### src/rtl/rx_pixel_cmd.sv
// rx_pixel_cmd: turns UART bytes into pixel-buffer writes and strip show requests.
module rx_pixel_cmd #(
  parameter int          NUM_PIXELS   = 8,
  parameter int          TIMEOUT_CLKS = 12000,
  parameter logic [7:0]  CMD_SET      = 8'hA5,
  parameter logic [7:0]  CMD_SHOW     = 8'h5A
) (
  input  logic        i_clk,
  input  logic        i_reset,
  input  logic [7:0]  i_rx_byte,
  input  logic        i_rx_valid,
  input  logic        i_strip_busy,
  output logic        o_wr_en,
  output logic [7:0]  o_wr_addr,
  output logic [23:0] o_wr_data,
  output logic        o_show,
  output logic        o_err,
  output logic        o_busy
);
  localparam int CW = $clog2(TIMEOUT_CLKS);
  typedef enum logic [2:0] {IDLE, GET_IDX, GET_G, GET_R, GET_B, SHOW_WAIT} state_t;
  state_t state_q, state_d;
  logic [CW-1:0] cnt_q, cnt_d;
  logic [7:0] idx_q, idx_d, g_q, g_d, r_q, r_d, wr_addr_q, wr_addr_d;
  logic [23:0] wr_data_q, wr_data_d;
  logic wr_en_q, wr_en_d, show_q, show_d, err_q, err_d, in_pkt;
  always_comb begin
    state_d   = state_q;
    cnt_d     = cnt_q;
    idx_d     = idx_q;
    g_d       = g_q;
    r_d       = r_q;
    wr_addr_d = wr_addr_q;
    wr_data_d = wr_data_q;
    wr_en_d   = 1'b0;
    show_d    = 1'b0;
    err_d     = 1'b0;
    in_pkt    = state_q inside {GET_IDX, GET_G, GET_R, GET_B};
    if (in_pkt) cnt_d = i_rx_valid ? '0 : cnt_q + 1'b1;
    case (state_q)
      IDLE: if (i_rx_valid) begin
        if (i_rx_byte == CMD_SET) begin
          state_d = GET_IDX;
          cnt_d   = '0;
        end else if (i_rx_byte == CMD_SHOW) begin
          state_d = i_strip_busy ? SHOW_WAIT : IDLE;
          show_d  = ~i_strip_busy;
        end
      end
      GET_IDX: if (i_rx_valid) begin
        idx_d   = i_rx_byte;
        state_d = GET_G;
      end
      GET_G: if (i_rx_valid) begin
        g_d     = i_rx_byte;
        state_d = GET_R;
      end
      GET_R: if (i_rx_valid) begin
        r_d     = i_rx_byte;
        state_d = GET_B;
      end
      GET_B: if (i_rx_valid) begin
        state_d = IDLE;
        if ({24'd0, idx_q} < 32'(NUM_PIXELS)) begin
          wr_en_d   = 1'b1;
          wr_addr_d = idx_q;
          wr_data_d = {g_q, r_q, i_rx_byte};
        end else err_d = 1'b1;
      end
      SHOW_WAIT: if (i_rx_valid) err_d = 1'b1;
      else if (!i_strip_busy) begin
        show_d  = 1'b1;
        state_d = IDLE;
      end
      default: state_d = IDLE;
    endcase
    // a byte in the timeout cycle wins, so only abort when nothing arrived
    if (in_pkt && !i_rx_valid && cnt_q == CW'(TIMEOUT_CLKS - 1)) begin
      state_d = IDLE;
      err_d   = 1'b1;
    end
  end
  always_ff @(posedge i_clk) begin
    if (i_reset) begin
      state_q   <= IDLE;
      cnt_q     <= '0;
      idx_q     <= '0;
      g_q       <= '0;
      r_q       <= '0;
      wr_addr_q <= '0;
      wr_data_q <= '0;
      wr_en_q   <= 1'b0;
      show_q    <= 1'b0;
      err_q     <= 1'b0;
    end else begin
      state_q   <= state_d;
      cnt_q     <= cnt_d;
      idx_q     <= idx_d;
      g_q       <= g_d;
      r_q       <= r_d;
      wr_addr_q <= wr_addr_d;
      wr_data_q <= wr_data_d;
      wr_en_q   <= wr_en_d;
      show_q    <= show_d;
      err_q     <= err_d;
    end
  end
  assign o_wr_en   = wr_en_q;
  assign o_wr_addr = wr_addr_q;
  assign o_wr_data = wr_data_q;
  assign o_show    = show_q;
  assign o_err     = err_q;
  assign o_busy    = state_q != IDLE;
endmodule

### config.mk
export PLATFORM = sky130hd
export DESIGN_NAME = rx_pixel_cmd
export DESIGN_NICKNAME = d
export VERILOG_FILES = /design/src/rtl/rx_pixel_cmd.sv
export SDC_FILE = /design/constraint.sdc
export NUM_CORES = 1
export LEC_CHECK = 0
export ABC_AREA = 1
export BUFFER_PORTS_ARGS = -buffer_cell sky130_fd_sc_hd__clkbuf_2
export CAP_MARGIN = 15
export CELL_PAD_IN_SITES_DETAIL_PLACEMENT = 1
export CELL_PAD_IN_SITES_GLOBAL_PLACEMENT = 2
export CORE_ASPECT_RATIO = 0.8
export CORE_MARGIN = 2
export CORE_UTILIZATION = 32
export DETAILED_ROUTE_END_ITERATION = 16
export HOLD_SLACK_MARGIN = 0.12
export PLACE_DENSITY_LB_ADDON = 0.1
export SLEW_MARGIN = 40
export SYNTH_ARGS = -nofsm -noshare
export SYNTH_HDL_FRONTEND = slang
export SYNTH_SLANG_ARGS = --single-unit
export TNS_END_PERCENT = 20
### constraint.sdc
create_clock -name i_clk -period 2.15 [get_ports i_clk]
set_clock_uncertainty 0.2 [all_clocks]
set_input_delay 0.3225 -clock i_clk [delete_from_list [all_inputs] [get_ports i_clk]]
set_output_delay 0.3225 -clock i_clk [all_outputs]
set_load 0.005 [all_outputs]
==> results.md, run 1 <==
- Final WL: 8390 um
- YS warnings: 0
- Initial antenna violation count: 0
- Crit path buffers/inverters: 4
- Dpl cells: 559
- Synth async-reset ratio: 0%
- Lkg Pwr: 1.69 nW
- Root buf cell: clkbuf_16
- Power per cell area: 1120 mW/mm^2
- Top-count cell post-synth: dfxtp_1
- Wire length per cell: 14.4 um
- Int Power: 2.93 mW
- Nets@finish: 475
- Clk_lat worst skew: 0.34 ns
- Final Cycle Share: 91.0%
- Largest cells by area after synthesis: dfxtp_1, o21ai_0, a21oi_1
- Seq/Total Area, Yosys: 49.5%
- Io pins: 48
- Worst Max-Slew Pin Slew: 0.587 ns
- Post-Syn Nets: 422
- Layout cell share with drive strength beyond 1: 18.6%
- Total number of vias: 2840
- Synth top area share: 49.5%
- Antenna Violating Nets Remaining: 0
- Cell Chain, Critical Path: dlygate4sd3_1, clkbuf_2, inv_1, nand2_1, nor2_1, nand2_1, o21ai_4, inv_2, o21ai_0, nor2_1
- Die height: 91.7 um
- Overall global routing resource usage: 17.7%
- Largest net degree at the start of global routing: 57
- DR vias/cell: 4.88
- Grt total ovfl: 0
- Clk pin slew, worst setup/hold paths: 0.06 ns
- First-pass GRT wire length: 14400 um
- Area grow syn2layout: 23.6%
- Drt pass-1 iters: 4
- Distinct cells, synth: 32
- Clk pwr share: 38.6%
- Final Core Density: 41.4%
- Final Hold Violating Endpoints: 0
- Initial DRC count: 122
- Crit-path slowest cell: dlygate4sd3_1
- Post-synthesis cell count: 409
- Initial core utilization: 33.5%
- Final cell count without fillers: 582
- CP Launch Type: input pin
- Switch Pwr: 1.34 mW
- CP Capture Type: flip-flop
- Hold_ws: 0.129 ns
- Worst reg2reg setup slack: 0.29 ns
- Synth Flop Type: dfxtp_1
- Comb pwr share: 21.1%
- Row cnt: 31
- RSZ-0062 raised after global routing: false
- Post-synth top cells: dfxtp_1, nand2_1, nor2_1, o21ai_0, a21oi_1
- Max Cap Violations: 0
- Family with the most delay on the worst path: buffers and inverters
- TritonCTS clock tree: done
- Mapped cell area: 0.00308 mm^2
- Final Wtd Congestion: 0.769
- # diodes: 0
- Core area: 0.00919 mm^2
- Status: finished, final reports clean
- TritonCTS Buffers: 9
- Sw Ratio: 31.4%
- Vias in the first global route: 2855
- Peak VDD IR: 0.000490 V
- Clock H-tree levels: 3
- Seq cells post-synth: 76
- DIE WIDTH: 114 um
- CP max stage delay: 0.54 ns
- Arrival time worst endpoint: 1.99 ns
- Final instance area: 0.00380 mm^2
- Reg power frac: 40.3%
- Final min period: 1.96 ns
- Syn_area_per_cell: 7.52 um^2
- EDFF count, synth: 0
- Placed Area: 0.00341 mm^2
- Fin Setup TNS: 0 ns
- Fmax: 511 MHz
- Setup-failing EPs final: 0
- Fin. max-slew vios: 0
- Synth area leader: dfxtp_1
- Worst Path Max Fanout: 6
- CP required: 2.18 ns
- DR DRC count: 0
- CTS sink cnt: 76
- Place WS: 0.275 ns
- Final setup margin: 0.194 ns
- Die area: 0.0104 mm^2
- Hold WC Path Type: input pin to flip-flop
- Crit Path Class: input pin to flip-flop
- Final Total Pwr: 4.27 mW
- PortBufs: 47
- Clock Tree Buf Depth: 2
- Detailed Place HPWL: 5990 um
- Rel. slew slack: 60.8%
==> cells in the final DEF (no fill, tap or decap), drive strengths merged, types with 2 or more instances in the layout <==
master        n
nand4         3
bufinv        2
nand2        67
dlygate4sd3   5
a31oi         3
o21ai        60
dfxtp        76
inv          40
nor2         64
clkbuf       56
clkinv        3
nor3          6
nand3        11
buf           7
a21oi        54
==> what timing repair did <==
action                     in CTS  in global routing
resized for setup               0                  0
hold endpoints to repair       10                  0
hold buffers                    5                  0
setup buffers                   0                  2
setup endpoints to repair       0                  3
==> registers in the layout, summed over array words and instances (netlist names) <==
name       flops
o_wr_data     24
o_show         1
o_wr_en        1
cnt_q         14
r_q            8
idx_q          8
g_q            8
o_err          1
o_wr_addr      8
state_q        3
==> layer usage <==
| layer | wire (um) | vias to the layer above | global-route usage (%) |
|---|---|---|---|
| met2 | 3560 | 46 | 26.2 |
| met3 | 316 | 10 | 4.63 |
| met4 | 118 | 0 | 7.01 |
| met5 | 0 | - | 0 |
| met1 | 4400 | 1336 | 24.6 |
| li1 | - | 1448 | - |
==> kinds of logic (layout without fill, tap and decap cells) <==
kind of cell | count (synthesis) | in the layout | synth area share [%]
AO/OA/AOI/OAI | 123 | 123 | 21.1
adder cells (fa/ha/maj) | 1 | 1 | 0.407
buffers and inverters | 56 | 114 | 7.93
flip-flops | 76 | 76 | 49.5
AND/OR/NAND/NOR | 153 | 153 | 21.1
==> power by group through the flow <==
stage / Clock [mW] / Sequential, mW / Combinational (mW)
3_3_place_gp: 0 / 1.75 / 0.894
2_1_floorplan: 0 / 1.73 / 0.583
3_5_place_dp: 0 / 1.75 / 0.903
6_report: 1.65 / 1.72 / 0.901
4_1_cts: 1.69 / 1.72 / 0.920
5_1_grt: 1.74 / 1.75 / 1.05
==> path summary, 6_finish.rpt <==
path                                   start            end  cells past startpoint
worst max-delay path            i_rx_byte[6]       cnt_q[6]                     10
worst min-delay path            i_rx_byte[2]         r_q[2]                      3
worst max register to register    state_q[2]  o_wr_data[15]                      5
worst min register to register  o_wr_addr[5]   o_wr_addr[5]                      2
==> worst register-to-register path: stages (launching register included) <==
cell     delay, ns
dfxtp_1       0.45
nand3_2       0.17
nor3_4        0.31
buf_4         0.37
o21ai_0       0.15
a21oi_1       0.14
==> final cells by class <==
class                           instances  area [um^2]
Clock buffer                            9          225
Timing Repair Buffer                   59          350
Clock inverter                          7         98.8
Inverter                               39          146
Multi-Input combinational cell        277         1320
Fill cell                            1167         5390
Sequential cell                        76         1520
Tap cell                              115          144
Note: power is estimated with default switching activity, not from simulation.
==> inputs of run 2 (changes only) <==
==> constraint.sdc (replaced) <==
create_clock -name i_clk -period 1.8 [get_ports i_clk]
set_clock_uncertainty 0.2 [all_clocks]
set_input_delay 0.36 -clock i_clk [delete_from_list [all_inputs] [get_ports i_clk]]
set_output_delay 0.36 -clock i_clk [all_outputs]
set_load 0.005 [all_outputs]
==> results.md, run 2 (synthesis gave the netlist of run 1 again) <==
- Final instance area: 0.00398 mm^2
- Crit Path Class: flip-flop to primary output
- # fillers: 1148
- Clock H-tree levels: 3
- Power per cell area: 1310 mW/mm^2
- CP required: 1.24 ns
- Max Cap Violations: 0
- DR vias/cell: 4.84
- Core area: 0.00919 mm^2
- CP Capture Type: primary output
- Final min period: 1.75 ns
- Setup-failing EPs final: 0
- Total number of vias: 2923
- Clock Tree Buf Depth: 2
- Comb pwr share: 25.4%
- Grt total ovfl: 0
- Initial antenna violation count: 0
- Hold_sp: i_reset
- Row cnt: 31
- Final Hold Violating Endpoints: 0
- CP Launch Type: flip-flop
- Die area: 0.0104 mm^2
- DR DRC count: 0
- CTS sink cnt: 76
- Rel. slew slack: 76.8%
- Worst Path Max Fanout: 4
- R2r startpoint: state_q[0]
- Max reg flops: 24
- CP max stage delay: 0.35 ns
- TritonCTS clock tree: done
- Family with the most delay on the worst path: flip-flops
- Crit path buffers/inverters: 4
- TritonCTS Buffers: 9
- RSZ-0062 raised after global routing: true
- Clk pin slew, worst setup/hold paths: 0.06 ns
- Multi-input gate area: 0.00134 mm^2
- Worst setup path startpoint: state_q[0]
- Hold_ws: 0.134 ns
- Final Cycle Share: 97.1%
- Commonest non-fill, non-tap cells in the layout: dfxtp_1, nand2_1, o21ai_0
- Peak VDD IR: 0.000466 V
- Io pins: 48
- Fin Setup TNS: 0 ns
- Wire length per cell: 14.1 um
- Commonest non-fill, non-tap cell in the layout: dfxtp_1
- Overall global routing resource usage: 17.1%
- Initial core utilization: 33.5%
- Placed Area: 0.00358 mm^2
- Fmax: 572 MHz
- Switch Pwr: 1.63 mW
- # diodes: 0
- Clk_lat worst skew: 0.33 ns
- Largest net degree at the start of global routing: 31
- Reg power frac: 39.6%
- Register Area: 0.00153 mm^2
- Initial DRC count: 90
- Nets@finish: 497
- Drt pass-1 iters: 4
- Status: finished, final reports clean
- Sw Ratio: 31.3%
- Arrival time worst endpoint: 1.19 ns
- Crit-path slowest cell: dfxtp_4
- Lkg Pwr: 1.79 nW
- Detailed Place HPWL: 6050 um
- Layout cell share with drive strength beyond 1: 25.4%
- Cell Chain, Critical Path: inv_4, nand2_2, nor2_4, buf_6, inv_1, clkbuf_2
- PortBufs: 47
- # hold bufs at CTS: 0
- Final Wtd Congestion: 0.838
- Die height: 91.7 um
- Hold WC Path Type: input pin to flip-flop
- Fin. max-slew vios: 0
- Int Power: 3.58 mW
- Antenna Violating Nets Remaining: 0
- First-pass GRT wire length: 14100 um
- Final WL: 8490 um
- Final Core Density: 43.2%
- Area grow syn2layout: 29.3%
- Root buf cell: clkbuf_16
- Worst Max-Slew Pin Slew: 0.346 ns
- DIE WIDTH: 114 um
- Clk pwr share: 35.0%
- Vias in the first global route: 2813
## run 2: changes by cell type in the layout (fill, tap and decap cells not counted), moves of 2 or more
cell	previous run	this run
buf_4	6	31
dlygate4sd3_1	5	0
nor2_1	59	56
buf_6	0	2
clkinvlp_4	1	3
dfxtp_1	76	74
inv_1	34	32
inv_6	2	0
nand2_1	64	62
nand2_2	2	4
nor2_2	5	7
## run 2: power groups by stage
stage	Sequential, mW	Clock (mW)	Combinational [mW]
2_1_floorplan	2.07	0	0.696
3_3_place_gp	2.08	0	1.19
3_5_place_dp	2.08	0	1.20
4_1_cts	2.05	1.86	1.22
5_1_grt	2.09	1.93	1.50
6_report	2.06	1.82	1.32
## run 2: per-layer routing
metal	GRT usage (%)	vias up	share of wire (%)	wire, um
li1	-	1499	-	-
met1	25.3	1365	54	4570
met2	24.2	46	41	3490
met3	3.77	13	3.7	312
met4	6.10	0	1.3	114
met5	0	-	0	0
## run 2: path summary, 6_finish.rpt
check,slack (ns),depth (start not counted),endpoint
worst min-delay path,0.13,3,o_err
worst max register to register,0.09,9,o_wr_addr[1]
worst max-delay path,0.05,6,o_busy
worst min register to register,0.24,2,o_wr_addr[6]
## run 2: cell type report
| cell class | instances | area share [%] |
|---|---|---|
| clock buffers | 10 | 6.01 |
| clock inverters | 6 | 1.61 |
| multi-input cells | 277 | 33.7 |
| flip-flops and latches | 76 | 38.4 |
| well taps | 115 | 3.62 |
| repair buffers | 81 | 12.8 |
| inverters | 39 | 3.84 |
## run 2: metrics by stage
| step | cells | power (mW) | setup slack (ns) |
|---|---|---|---|
| 2_1_floorplan | 409 | 2.77 | 0.294 |
| 3_3_place_gp | 581 | 3.28 | -0.0564 |
| 3_5_place_dp | 581 | 3.28 | -0.0636 |
| 4_1_cts | 597 | 5.13 | 0.00602 |
| 5_1_grt | 604 | 5.53 | -0.0163 |
| 6_report | 604 | 5.21 | 0.0516 |
## run 2: tightest hold or removal path, cell delays in order
cell      delay, ns
clkbuf_2       0.09
buf_4          0.13
a21oi_1        0.04
## run 2: what timing repair did
item	CTS	global route
pin swaps	0	3
setup buffers	0	7
endpoints found under the setup margin	1	25
resized for setup	2	13
==> inputs of run 3 (changes only) <==
==> constraint.sdc (replaced) <==
create_clock -name i_clk -period 1.85 [get_ports i_clk]
set_clock_uncertainty 0.2 [all_clocks]
set_input_delay 0.0925 -clock i_clk [delete_from_list [all_inputs] [get_ports i_clk]]
set_output_delay 0.0925 -clock i_clk [all_outputs]
set_load 0.005 [all_outputs]
==> results.md, run 3 (synthesis gave the netlist of run 1 again) <==
- Peak VDD IR: 0.000580 V
- Status: finished, final reports clean
- CP required: 1.91 ns
- Row cnt: 31
- Hold WC Path Type: flip-flop to flip-flop
- Grt total ovfl: 0
- RSZ-0062 raised after global routing: true
- Rel. slew slack: 81.1%
- Area grow syn2layout: 31.2%
- Initial antenna violation count: 0
- CP max stage delay: 0.58 ns
- Fmax: 564 MHz
- TritonCTS Buffers: 9
- Lkg Pwr: 1.80 nW
- Largest net degree at the start of global routing: 57
- DR DRC count: 0
- # fillers: 1145
- Die height: 91.7 um
- PortBufs: 47
- Arrival time worst endpoint: 1.83 ns
- First-pass GRT wire length: 14500 um
- Setup-failing EPs final: 0
- Max reg flops: 24
- Hold_ws: 0.241 ns
- Wire length per cell: 14.3 um
- Crit Path Class: input pin to flip-flop
- Cell Chain, Critical Path: dlygate4sd3_1, clkbuf_2, nor2_1, dlygate4sd3_1, nand3_1, a21oi_1
- Final Wtd Congestion: 0.792
- DIE WIDTH: 114 um
- Max Cap Violations: 0
- CP Capture Type: flip-flop
- Final setup margin: 0.0784 ns
- Register Area: 0.00152 mm^2
- Root buf cell: clkbuf_16
- Io pins: 48
- Clk_lat worst skew: 0.33 ns
- Overall global routing resource usage: 17.5%
- Clock Tree Buf Depth: 2
- Clock H-tree levels: 3
- Final min period: 1.77 ns
- Drt pass-1 iters: 4
- Final Hold Violating Endpoints: 0
- Fin. max-slew vios: 0
- Final Cycle Share: 95.8%
- Worst Path Max Fanout: 7
- Power per cell area: 1290 mW/mm^2
- Commonest non-fill, non-tap cell in the layout: dfxtp_1
- Final Total Pwr: 5.21 mW
- Final Core Density: 43.9%
- Detailed Place HPWL: 6100 um
- Multi-input gate area: 0.00132 mm^2
- Final WL: 8590 um
- DR vias/cell: 4.86
- Total number of vias: 2925
- Die area: 0.0104 mm^2
- Fin Setup TNS: 0 ns
- CP most frequent cell: dlygate4sd3_1
- Nets@finish: 495
- Commonest non-fill, non-tap cells in the layout: dfxtp_1, nand2_1, nor2_1, o21ai_0, a21oi_1
- Crit-path slowest cell: dlygate4sd3_1
- CP Launch Type: input pin
- Layout cell share with drive strength beyond 1: 21.1%
- Initial core utilization: 33.5%
- Core area: 0.00919 mm^2
- Worst Max-Slew Pin Slew: 0.282 ns
- TritonCTS clock tree: done
- Initial DRC count: 155
- CTS sink cnt: 76
- # diodes: 0
- Antenna Violating Nets Remaining: 0
- Clk pin slew, worst setup/hold paths: 0.06 ns
- Place WS: 0.0643 ns
- Vias in the first global route: 2917
## run 3: what timing repair did
action / 4_1_cts / 5_1_grt
setup endpoints to repair: 0 / 17
hold buffers: 13 / 0
buffers inserted: 0 / 2
gates resized for setup: 0 / 4
endpoints found under the hold margin: 41 / 0
## run 3: per-layer routing
| layer | wire [um] | up-vias | share of wire, % | global-route usage (%) |
|---|---|---|---|---|
| met1 | 4550 | 1395 | 53 | 24.5 |
| met5 | 0 | - | 0 | 0 |
| met4 | 65 | 0 | 0.76 | 4.57 |
| met2 | 3770 | 34 | 44 | 26.5 |
| met3 | 209 | 6 | 2.4 | 4.82 |
| li1 | - | 1490 | - | - |
## run 3: metrics by stage
stage	instances	area, um^2
after detailed placement	571	3520
final	602	4030
after global routing	602	4030
after global placement	571	3520
after CTS	600	4000
after floorplan	409	3080
## run 3: area by class of cell
class                   instances  share of cell area [%]
repair buffers                 79                    13.5
clock inverters                 6                    2.76
inverters                      39                    3.72
clock buffers                  10                    5.92
multi-input cells             277                    32.8
well taps                     115                    3.57
flip-flops and latches         76                    37.7
## run 3: worst paths after layout
path	start	endpoint	slack, ns	cells past startpoint
max	i_rx_valid	o_show	0.08	6
min	o_wr_addr[5]	o_wr_addr[5]	0.24	2
max reg2reg	state_q[2]	state_q[2]	0.14	8
min reg2reg	o_wr_addr[5]	o_wr_addr[5]	0.24	2
## run 3: worst max-delay path: cells and delay by family
| kind | cells | cell delay [ns] |
|---|---|---|
| AND/OR/NAND/NOR | 2 | 0.26 |
| AO/OA/AOI/OAI | 1 | 0.16 |
| buffers and inverters | 3 | 1.31 |
## run 3: where the power goes
part | leakage, nW | internal (mW) | switching (mW)
logic | 1.02 | 0.454 | 0.733
registers | 0.616 | 1.87 | 0.124
clock network | 0.169 | 1.35 | 0.678
